## src/rtl/stall_bus_pkg.sv

```systemverilog
// Shared types and constants for the dual-lane stall bus endpoint.
package stall_bus_pkg;

  localparam int BUS_DATA_W = 8;

  typedef struct packed {
    logic [BUS_DATA_W-1:0] data;
    logic                  enable;
  } bus_t;

endpackage

```

## src/rtl/stall_bus_unit_enable_reg.sv

```systemverilog
// Registered non-zero flag for one lane; NEG_EDGE selects the clock edge it lives on.
import stall_bus_pkg::*;

module bus_enable_reg #(
  parameter int DATA_W   = BUS_DATA_W,
  parameter bit NEG_EDGE = 1'b0
) (
  input  logic              clk,
  input  logic              rst_n,
  input  logic [DATA_W-1:0] data_i,
  input  logic              stall_i,
  output logic              enable_o
);

  logic enable_q;
  logic enable_d;

  always_comb begin
    enable_d = enable_q;
    if (!stall_i) enable_d = |data_i;
  end

  // Only one of the two register flavours exists after elaboration.
  generate
    if (NEG_EDGE) begin : g_neg
      always_ff @(negedge clk) begin
        if (!rst_n) enable_q <= 1'b0;
        else        enable_q <= enable_d;
      end
    end else begin : g_pos
      always_ff @(posedge clk) begin
        if (!rst_n) enable_q <= 1'b0;
        else        enable_q <= enable_d;
      end
    end
  endgenerate

  assign enable_o = enable_q;

endmodule

```

## src/rtl/stall_bus_unit.sv

```systemverilog
// Dual-lane endpoint: lane A flag on the rising edge, lane B flag and the
// lane A capture register on the falling edge of the same clock.
import stall_bus_pkg::*;

module stall_bus_unit #(
  parameter int DATA_W = BUS_DATA_W
) (
  input  logic              clk,
  input  logic              rst_n,
  input  logic [DATA_W-1:0] a_data,
  input  logic [DATA_W-1:0] b_data,
  input  logic              stall,
  output logic              a_enable,
  output logic              b_enable,
  output logic [DATA_W-1:0] cap_data,
  output logic              cap_valid
);

  logic [DATA_W-1:0] cap_data_q;
  logic [DATA_W-1:0] cap_data_d;
  logic              cap_valid_q;
  logic              cap_valid_d;

  bus_enable_reg #(.DATA_W(DATA_W), .NEG_EDGE(1'b0)) u_lane_a (
    .clk      (clk),
    .rst_n    (rst_n),
    .data_i   (a_data),
    .stall_i  (stall),
    .enable_o (a_enable)
  );

  bus_enable_reg #(.DATA_W(DATA_W), .NEG_EDGE(1'b1)) u_lane_b (
    .clk      (clk),
    .rst_n    (rst_n),
    .data_i   (b_data),
    .stall_i  (stall),
    .enable_o (b_enable)
  );

  // a_enable here is the value registered at the preceding rising edge.
  always_comb begin
    cap_data_d  = cap_data_q;
    cap_valid_d = cap_valid_q;
    if (a_enable && !stall) begin
      cap_data_d  = a_data;
      cap_valid_d = 1'b1;
    end
  end

  always_ff @(negedge clk) begin
    if (!rst_n) begin
      cap_data_q  <= '0;
      cap_valid_q <= 1'b0;
    end else begin
      cap_data_q  <= cap_data_d;
      cap_valid_q <= cap_valid_d;
    end
  end

  assign cap_data  = cap_data_q;
  assign cap_valid = cap_valid_q;

endmodule

```

## config.mk

```make
export PLATFORM = sky130hd
export DESIGN_NAME = stall_bus_unit
export DESIGN_NICKNAME = d
export VERILOG_FILES = /design/src/rtl/stall_bus_pkg.sv /design/src/rtl/stall_bus_unit_enable_reg.sv /design/src/rtl/stall_bus_unit.sv
export SDC_FILE = /design/constraint.sdc
export NUM_CORES = 1
export LEC_CHECK = 0
export ABC_AREA = 1
export ABC_CLOCK_PERIOD_IN_PS = 1090
export BUFFER_PORTS_ARGS = -buffer_cell sky130_fd_sc_hd__buf_2
export CAP_MARGIN = 5
export CORE_UTILIZATION = 30
export CTS_CLUSTER_DIAMETER = 100
export DETAILED_ROUTE_END_ITERATION = 6
export GPL_ROUTABILITY_DRIVEN = 0
export HOLD_SLACK_MARGIN = 0.15
export SLEW_MARGIN = 20
export SYNTH_ARGS = -nofsm -noshare
export SYNTH_HDL_FRONTEND = slang
export SYNTH_HIERARCHICAL = 1
export SYNTH_SLANG_ARGS = --single-unit
```

## constraint.sdc

```tcl
create_clock -name clk -period 1.09 [get_ports clk]
set_input_delay 0.109 -clock clk [delete_from_list [all_inputs] [get_ports clk]]
set_output_delay 0.109 -clock clk [all_outputs]
set_load 0.05 [all_outputs]
```

==> run_results.csv, run 1 <==
group,metric,value,unit
sta,hold_violations,0,
cells_and_area,n_antenna_cell,0,
logic_synthesis,yosysTopAreaCell,"dfxtp_1",
clock_network,cts-buffers-inserted,3,
setup_path,worstSetupStartpointType,"flip-flop",
placed_design,dp.final_hpwl,962,um
cells_and_area,nets,149,
sta,worst_slew_pin_slew,0.301,ns
die,dieArea,0.00191,mm2
global_route,grt_pass1_vias,619,
setup_path,path_delay_family,"flip-flops",
placed_design,pre_cts_slack,-0.326,ns
setup_path,slowest_stage,"dfxtp_4",
die,io_pins,30,
global_route,antenna_found_initial,0,
placed_design,port_buffers,29,
clock_network,clk_latency,0.33,ns
sta,maxSlewViolCount,0,
setup_path,critPathCaptureType,"output port",
logic_synthesis,netlist.area_leader.share,42.3,%
global_route,use_met3,5.00,%
global_route,grt_use_total,17.2,%
logic_synthesis,seq_area_frac_synth,42.3,%
logic_synthesis,synth_top_flop_cell,"dfxtp_1",
global_route,grt_pass1_wl,2.33,mm
detailed_routing,via_per_inst,4.53,
setup_path,worst-path-buf-inv,1,
setup_path,path_class,"reg2out",
detailed_routing,vias,657,
detailed_routing,ant_nets,0,
setup_path,crit_start,"cap_valid",
flow_run,maxCapViolCount,0,
setup_path,worstReg2RegEnd,"cap_data[5]",
clock_network,clock-sinks,11,
cells_and_area,fillers,145,
setup_path,cp_slowest_stage_delay,0.35,ns
clock_network,h-tree-depth,1,
setup_path,cp_cell_sequence,"buf_8",
global_route,grt_max_degree,12,
detailed_routing,wire_per_inst,9.69,um
die,row_count,14,
global_route,grtUsageMet2,29.0,%
logic_synthesis,synth_edf_count,0,
pwr,power_density,1210,mW/mm2
setup_path,reg2reg_setup_slack,-0.21,ns
cells_and_area,synthToLayoutAreaGrowth,88.2,%
die,start_util,33.4,%
logic_synthesis,synthTopCellsByCount,"30 x nor2_1, 16 x inv_1, 11 x dfxtp_1, 10 x nand2_1, 10 x nand3_1",
setup_path,critPathRequiredTime,0.98,ns
run_status,violations,"DRC, setup timing",
clock_network,clkTransAtPathRegs,0.07,ns
detailed_routing,dr.pass1.iters,6,
setup_path,cp.depth,1,
pwr,ir_drop,0.719,mV
cells_and_area,multi_input_area,263,um2
setup_path,crit_arrival,1.36,ns
run_status,outcome,"finished with violations",
sta,skew,0.0618,ns
logic_synthesis,yosysWarnings,6,
setup_path,r2r_cells,4,
detailed_routing,drc_errors,3,
sta,slew_headroom,79.9,%
setup_path,endpoint,"cap_valid",
logic_synthesis,avgSynthCellArea,6.27,um2
logic_synthesis,async_flop_share,0,%
logic_synthesis,synth.distinct_cells,10,
cells_and_area,seq_area,262,um2
global_route,busiest_layer,"met2",
logic_synthesis,synth-seq-cells,11,
die,die_w,43.7,um
detailed_routing,finalWirelength,1.41,mm
die,coreArea,0.00156,mm2
logic_synthesis,synth.most_common_cell,"nor2_1",
die,die_h,43.7,um
pwr,power.leakage,0.000528,uW
sta,fin_tns_setup,-5.34,ns
sta,setup_violations,20,
logic_synthesis,synth_area_leaders,"dfxtp_1 42%, nor2_1 22%, inv_1 12%, nand3_1 9.6%, nand2_1 7.2%",
hold_path,hold_class,"in2reg",
detailed_routing,drt_iter0_markers,13,
cells_and_area,layout-drive-gt1-share,45.0,%
setup_path,crit_fanout,2,
logic_synthesis,syn_inst,83,
setup_path,r2r-start,"u_lane_a/enable_o",
sta,setup_ws,-0.375,ns
sta,rsz0062_at_grt,"yes",
logic_synthesis,synth_area,520,um2
global_route,overflow,0,
clock_network,cts_root_buf,"clkbuf_4",
global_route,grtUsageMet1,18.6,%
clock_network,clk_path_buf_depth,2,
clock_network,tritoncts,"yes",
logic_synthesis,syn_nets,102,
==> worst min path at each step <==
stage                   endpoint  cells after the start       from
2_1_floorplan  u_lane_a/enable_o                      2      rst_n
3_3_place_gp   u_lane_a/enable_o                      5  a_data[3]
3_5_place_dp   u_lane_a/enable_o                      5  a_data[3]
4_1_cts        u_lane_a/enable_o                      5  a_data[1]
5_1_grt        u_lane_a/enable_o                      5  a_data[6]
6_report       u_lane_a/enable_o                      5  a_data[1]
==> area by class of cell <==
class	count	area share (%)
repair buffers	35	31.9
multi-input cells	54	26.8
clock buffers	3	2.30
inverters	15	6.00
flip-flops and latches	11	26.7
well taps	16	2.04
clock inverters	11	4.21
==> cells in the final DEF, fill, tap and decap left out <==
cell            n
inv_1          24
inv_4           1
nand2_1        10
nor2_4          2
dlygate4sd3_1   1
nor2_2          2
buf_4           2
buf_8          10
o21ai_0         2
clkinv_1        1
dfxtp_4        11
buf_6           4
nand3_1         5
clkbuf_4        4
buf_2          17
nor2_1         28
nand3_2         5
==> stage by stage <==
stage	hold WS, ns	total power [uW]	instance area [um2]	cells	util, %
6_report	0.160	1190	980	145	62.8
5_1_grt	0.194	1280	980	145	62.8
4_1_cts	0.153	1200	951	144	61.0
3_5_place_dp	0.437	764	737	129	47.3
3_3_place_gp	0.433	759	737	129	47.3
2_1_floorplan	0.241	685	564	83	-
==> power by group <==
part	leakage (uW)	internal [uW]	switching (uW)
Clock	0.0000686	180	220
Sequential	0.0000980	425	26.0
Combinational	0.000361	147	188
Total	0.000528	752	434
==> kinds of logic after synthesis <==
group	count (synthesis)	synth area share, %
and+or+nand+nor	51	40.6
DFF	11	42.3
buffers and inverters	19	15.1
AOI/OAI and AO/OA	2	1.92
==> routing by layer <==
metal / vias up / wire, um
met1: 287 / 593
li1: 342 / -
met2: 26 / 698
met5: - / 0
met4: 0 / 10
met3: 2 / 103
==> timing repair <==
item                       4_1_cts  5_1_grt
setup endpoints to repair       20       20
cloned                           1        0
hold buffers                     1        0
gates resized for setup         38        6
pin swaps                       11        3
buffers inserted                 1        1
hold endpoints to repair         1        0
==> sequential cells by signal (all words and copies together), names as in the netlist <==
name and flops:
cap_valid 1, u_lane_b/enable_o 1, u_lane_a/enable_o 1, cap_data 8
Note: power is estimated with default switching activity, not from simulation.
==> run 2, diff against run 1 <==
--- a/config.mk
+++ b/config.mk
@@ -9,11 +9,12 @@
 export ABC_CLOCK_PERIOD_IN_PS = 1090
 export BUFFER_PORTS_ARGS = -buffer_cell sky130_fd_sc_hd__buf_2
 export CAP_MARGIN = 5
-export CORE_UTILIZATION = 30
+export CORE_UTILIZATION = 40
 export CTS_CLUSTER_DIAMETER = 100
 export DETAILED_ROUTE_END_ITERATION = 6
 export GPL_ROUTABILITY_DRIVEN = 0
 export HOLD_SLACK_MARGIN = 0.15
+export PLACE_DENSITY = 0.74
 export SLEW_MARGIN = 20
 export SYNTH_ARGS = -nofsm -noshare
 export SYNTH_HDL_FRONTEND = slang
==> run 2 against run 1 <==
The flow finishes with violations (setup timing). Core utilization is 21 points higher. Clock-buffer cell count stayed put. First-iteration DRC count rose by 7.7%. Critical path type unchanged. Largest power group unchanged. Combinational power increased by 2%. Highest routed layer unchanged. Power is 3.3% higher.
==> run_results.csv, run 2 (same netlist as run 1, synthesis figures left out) <==
group,metric,value,unit
run_status,outcome,"finished with violations",
run_status,violations,"setup timing",
sta,setup_ws,-0.401,ns
cells_and_area,nets,148,
cells_and_area,fin_cells,142,
setup_path,worst-path-buf-inv,1,
setup_path,slowest_stage,"dfxtp_4",
sta,skew,0.0632,ns
detailed_routing,drt_iter0_markers,14,
setup_path,cp_cell_sequence,"buf_8",
detailed_routing,dr.pass1.iters,5,
placed_design,dp.final_hpwl,1.05,mm
setup_path,critPathCaptureType,"output port",
pwr,ir_drop,0.990,mV
cells_and_area,n_antenna_cell,0,
global_route,grt_pass1_wl,2.74,mm
setup_path,r2r-start,"u_lane_a/enable_o",
die,dieArea,0.00145,mm2
setup_path,worstSetupStartpointType,"flip-flop",
cells_and_area,final_cell_mix,"28 x nor2_1, 24 x inv_1, 18 x buf_2",
cells_and_area,seq_area,262,um2
die,io_pins,30,
detailed_routing,drc_errors,0,
die,coreArea,0.00116,mm2
clock_network,clk_latency,0.34,ns
pwr,power_density,1260,mW/mm2
sta,maxSlewViolCount,0,
cells_and_area,largest_reg_flops,8,
clock_network,h-tree-depth,1,
clock_network,cts-buffers-inserted,3,
sta,hold_violations,0,
pwr,power.leakage,0.000526,uW
hold_path,hold_class,"in2reg",
placed_design,port_buffers,29,
flow_run,maxCapViolCount,0,
setup_path,crit_fanout,2,
die,start_util,45.0,%
clock_network,tritoncts,"yes",
clock_network,clk_path_buf_depth,2,
detailed_routing,via_per_inst,4.77,
die,die_w,38.1,um
setup_path,critPathRequiredTime,0.98,ns
detailed_routing,vias,678,
cells_and_area,fillers,64,
cells_and_area,final_common_cell,"nor2_1",
die,die_h,38.1,um
global_route,grt_use_total,28.0,%
cells_and_area,synthToLayoutAreaGrowth,87.3,%
placed_design,pre_cts_slack,-0.299,ns
clock_network,cts_root_buf,"clkbuf_4",
setup_path,crit_start,"cap_data[7]",
setup_path,path_class,"reg2out",
hold_path,min_from,"a_data[1]",
global_route,grt_max_degree,12,
clock_network,clock-sinks,11,
setup_path,path_delay_family,"flip-flops",
global_route,grt_pass1_vias,679,
die,row_count,12,
placed_design,place_inst,128,
setup_path,crit_arrival,1.38,ns
sta,slew_headroom,76.8,%
setup_path,cp_slowest_stage_delay,0.35,ns
sta,whs,0.158,ns
detailed_routing,wire_per_inst,12.0,um
detailed_routing,finalWirelength,1.71,mm
global_route,overflow,0,
cells_and_area,layout-drive-gt1-share,46.1,%
detailed_routing,ant_nets,0,
sta,rsz0062_at_grt,"yes",
cells_and_area,multi_input_area,265,um2
sta,setup_violations,20,
sta,worst_slew_pin_slew,0.347,ns
clock_network,clkTransAtPathRegs,0.08,ns
global_route,antenna_found_initial,0,
-- run 2: cell count changes in the layout (fill, tap and decap cells not counted) --
| cell | previous run | this run |
|---|---|---|
| clkbuf_4 | 4 | 3 |
| buf_2 | 17 | 18 |
| buf_8 | 10 | 11 |
| dlygate4sd3_1 | 1 | 0 |
| nand2_1 | 10 | 9 |
| buf_4 | 2 | 1 |
| nand2_2 | 0 | 1 |
-- run 2: worst paths after layout --
check | end | cells past startpoint | slack (ns)
min reg2reg | cap_data[3] | 2 | 0.48
max | cap_data[7] | 1 | -0.40
max reg2reg | cap_valid | 4 | -0.22
min | u_lane_a/enable_o | 5 | 0.16
-- run 2: final cells by class --
type	instances	area share (%)
Timing Repair Buffer	34	31.6
Multi-Input combinational cell	54	27.2
Sequential cell	11	26.8
Inverter	15	6.03
Clock inverter	11	4.24
Clock buffer	3	2.31
Tap cell	14	1.80
-- run 2: power by group --
part / switching (uW) / internal [uW]
Combinational: 194 / 148
Clock: 251 / 181
Sequential: 27.4 / 424
-- run 2: worst register-to-register path: cells and delay by family, from the launching register on --
kind,cells,cell delay [ns]
buffers and inverters,1,0.05
DFF,1,0.40
and+or+nand+nor,3,0.30
-- run 2: repair_timing --
| action | in CTS | in global routing |
|---|---|---|
| resized for setup | 39 | 7 |
| setup buffers | 0 | 1 |
| pin swaps | 14 | 4 |
| hold buffers | 0 | 0 |
| cloned | 1 | 0 |
| hold endpoints to repair | 0 | 0 |
| setup endpoints to repair | 20 | 20 |
-- run 2: routing by layer --
metal	track usage [%]	part of all wire [%]	up-vias	wire length [um]
met5	0	0	-	0
met4	14.3	1.7	0	29
met3	6.40	4.4	6	76
met2	57.2	56	28	954
met1	24.3	38	308	650
li1	-	-	336	-
-- run 2: metrics by stage --
step / total power (uW) / TNS (ns) / area [um2] / utilization, %
2_1_floorplan: 685 / -3.70 / 564 / -
3_3_place_gp: 761 / -3.63 / 742 / 64.2
3_5_place_dp: 768 / -3.97 / 742 / 64.2
4_1_cts: 1200 / -5.60 / 943 / 81.6
5_1_grt: 1310 / -6.42 / 975 / 84.3
6_report: 1230 / -5.76 / 975 / 84.3
==> run 3, diff against run 2 <==
--- a/config.mk
+++ b/config.mk
@@ -5,16 +5,15 @@
 export SDC_FILE = /design/constraint.sdc
 export NUM_CORES = 1
 export LEC_CHECK = 0
-export ABC_AREA = 1
 export ABC_CLOCK_PERIOD_IN_PS = 1090
 export BUFFER_PORTS_ARGS = -buffer_cell sky130_fd_sc_hd__buf_2
-export CAP_MARGIN = 5
-export CORE_UTILIZATION = 40
+export CORE_AREA = 2 2 39 41
 export CTS_CLUSTER_DIAMETER = 100
 export DETAILED_ROUTE_END_ITERATION = 6
+export DIE_AREA = 0 0 41 43
 export GPL_ROUTABILITY_DRIVEN = 0
 export HOLD_SLACK_MARGIN = 0.15
-export PLACE_DENSITY = 0.74
+export PLACE_DENSITY = 0.7
 export SLEW_MARGIN = 20
 export SYNTH_ARGS = -nofsm -noshare
 export SYNTH_HDL_FRONTEND = slang
==> run 3 against run 2 <==
The flow still finishes with violations (setup timing). First-iteration DRC count down 64%. Cell area down 8.5%. Cell count down 23%. Power down 11%. Routed wire length down 31%. Global-route usage down 12 points. Clock power down 6.0%. Sequential cell count unchanged. Core utilization down 20 points. Critical endpoint is now b_enable. Setup slack better by 0.024 ns.
==> run_results.csv, run 3 <==
group,metric,value,unit
placed_design,pre_cts_slack,-0.632,ns
sta,setup_ws,-0.377,ns
setup_path,critPathCaptureType,"output port",
cells_and_area,synthToLayoutAreaGrowth,82.8,%
setup_path,endpoint,"b_enable",
detailed_routing,ant_nets,0,
logic_synthesis,netlist.area_leader.share,45.1,%
logic_synthesis,synth_edf_count,0,
die,row_count,14,
logic_synthesis,synthTopCellsByCount,"15 x nand2_1, 11 x dfxtp_1, 8 x mux2i_1, 4 x or4_1, 3 x buf_6",
clock_network,h-tree-depth,1,
logic_synthesis,synth_top_flop_cell,"dfxtp_1",
cells_and_area,layout-drive-gt1-share,54.8,%
detailed_routing,drt_iter0_markers,5,
logic_synthesis,syn_nets,69,
global_route,grt_use_total,16.1,%
global_route,overflow,0,
logic_synthesis,synth_area_leaders,"dfxtp_1 45%, mux2i_1 16%, nand2_1 12%, buf_6 6.9%, or4_1 6.2%",
setup_path,path_class,"reg2out",
pwr,power_density,1230,mW/mm2
detailed_routing,wire_per_inst,10.9,um
setup_path,critPathRequiredTime,0.98,ns
sta,slew_headroom,90.9,%
run_status,outcome,"finished with violations",
sta,setup_violations,20,
logic_synthesis,synth_compound_area_share,5.64,%
cells_and_area,final_cell_mix,"17 x buf_2, 15 x nand2_1, 11 x dfxtp_4",
die,die_w,41,um
setup_path,reg2reg_setup_slack,-0.32,ns
cells_and_area,nets,113,
global_route,grt_pass1_wl,1.91,mm
pwr,power.leakage,0.000424,uW
global_route,grt_pass1_vias,516,
setup_path,worstReg2RegEnd,"cap_data[1]",
sta,worst_slew_pin_slew,0.133,ns
logic_synthesis,synth_area,488,um2
cells_and_area,seq_area,262,um2
setup_path,crit_start,"u_lane_b/enable_o",
global_route,grt_max_degree,20,
logic_synthesis,synth_fa_ha_area_share,0,%
cells_and_area,final_common_cell,"buf_2",
sta,rsz0062_at_grt,"yes",
logic_synthesis,seq_area_frac_synth,45.1,%
clock_network,clock-sinks,11,
setup_path,r2r_cells,3,
cells_and_area,n_antenna_cell,0,
run_status,violations,"setup timing",
cells_and_area,multi_input_area,230,um2
sta,fin_tns_setup,-6.62,ns
cells_and_area,fin_cells,109,
clock_network,cts-hold-fix-buffers,0,
flow_run,maxCapViolCount,0,
die,io_pins,30,
clock_network,clkTransAtPathRegs,0.08,ns
hold_path,hold_class,"in2reg",
setup_path,slowest_stage,"dfxtp_4",
logic_synthesis,yosysTopAreaCell,"dfxtp_1",
die,die_h,43,um
pwr,ir_drop,0.813,mV
clock_network,cts-buffers-inserted,3,
setup_path,cp_slowest_stage_delay,0.34,ns
detailed_routing,drc_errors,0,
clock_network,clk_path_buf_depth,2,
logic_synthesis,synth_top_family_by_area,"simple AND/OR/NAND/NOR gates",
placed_design,place_inst,96,
logic_synthesis,synth-seq-cells,11,
logic_synthesis,synthMuxAreaShare,16.4,%
logic_synthesis,async_flop_share,0,%
cells_and_area,final_util,64.5,%
setup_path,worst-path-buf-inv,1,
clock_network,clk_latency,0.33,ns
logic_synthesis,synth.most_common_cell,"nand2_1",
detailed_routing,finalWirelength,1.19,mm
cells_and_area,fillers,122,
logic_synthesis,avgSynthCellArea,9.76,um2
setup_path,crit_arrival,1.36,ns
setup_path,cp.depth,1,
detailed_routing,dr.pass1.iters,2,
sta,skew,0.0574,ns
die,dieArea,0.00176,mm2
die,coreArea,0.00138,mm2
setup_path,crit_fanout,2,
sta,maxSlewViolCount,0,
setup_path,worstSetupStartpointType,"flip-flop",
clock_network,tritoncts,"yes",
setup_path,path_delay_family,"flip-flops",
logic_synthesis,yosysWarnings,6,
cells_and_area,largest_reg_flops,8,
detailed_routing,vias,509,
global_route,antenna_found_initial,0,
die,start_util,35.3,%
logic_synthesis,synth.distinct_cells,11,
detailed_routing,via_per_inst,4.67,
logic_synthesis,synth_xor_area_share,0,%
setup_path,cp_cell_sequence,"buf_8",
setup_path,r2r-start,"u_lane_a/enable_o",
logic_synthesis,syn_inst,50,
sta,hold_violations,0,
clock_network,cts_root_buf,"clkbuf_4",
logic_synthesis,yosys.area_share.simple,24.4,%
placed_design,port_buffers,29,
[run 3: cell types whose count changed in the layout (fill, tap and decap cells not counted), sizes merged, moves of 4 or more]
cell	before	now
nor2	32	0
inv	25	10
nand3	10	0
or4	0	4
nand2	10	16
mux2i	0	8
[run 3: logic make-up (layout without fill, tap and decap cells)]
logic type / count (synthesis) / count (layout)
AND/OR/NAND/NOR: 23 / 23
multiplexers: 8 / 8
buffers and inverters: 5 / 48
flip-flops: 11 / 11
AO/OA/AOI/OAI: 3 / 3
[run 3: per-stage QoR]
| stage | cell area [um2] | hold slack [ns] | power (uW) |
|---|---|---|---|
| 2_1_floorplan | 529 | 0.230 | 633 |
| 3_3_place_gp | 716 | 0.452 | 706 |
| 3_5_place_dp | 716 | 0.457 | 709 |
| 4_1_cts | 880 | 0.204 | 1110 |
| 5_1_grt | 892 | 0.213 | 1180 |
| 6_report | 892 | 0.208 | 1090 |
[run 3: how the worst min path moves through the flow]
stage | startpoint | end | slack [ns] | cells past startpoint
floorplan | rst_n | u_lane_a/enable_o | 0.23 | 1
global placement | cap_valid | cap_valid | 0.45 | 1
detailed placement | cap_valid | cap_valid | 0.46 | 1
CTS | a_data[4] | u_lane_a/enable_o | 0.20 | 3
global route | a_data[1] | u_lane_a/enable_o | 0.21 | 3
finish | a_data[4] | u_lane_a/enable_o | 0.21 | 3
[run 3: layer usage]
| layer | GRT usage (%) | up-vias | wire, um |
|---|---|---|---|
| li1 | - | 258 | - |
| met5 | 0 | - | 0 |
| met1 | 16.6 | 229 | 487 |
| met4 | 9.33 | 0 | 0 |
| met3 | 7.33 | 0 | 73 |
| met2 | 25.3 | 22 | 626 |
[run 3: report_power, final]
group	internal (uW)	leakage (uW)	switching (uW)	total, uW
Combinational	126	0.000258	131	256
Clock	180	0.0000686	226	406
Sequential	414	0.0000979	17.1	432
Total	720	0.000424	373	1090
[run 3: repair_timing]
action                     4_1_cts  5_1_grt
setup buffers                    1        0
pin swaps                        0        2
setup endpoints to repair       20       21
resized for setup               30        4
[run 3: final cells by class]
class                           instances  share of cell area, %
Clock buffer                            3                   2.52
Multi-Input combinational cell         34                   25.8
Tap cell                               16                   2.24
Clock inverter                         11                   4.63
Sequential cell                        11                   29.3
Timing Repair Buffer                   34                   35.5
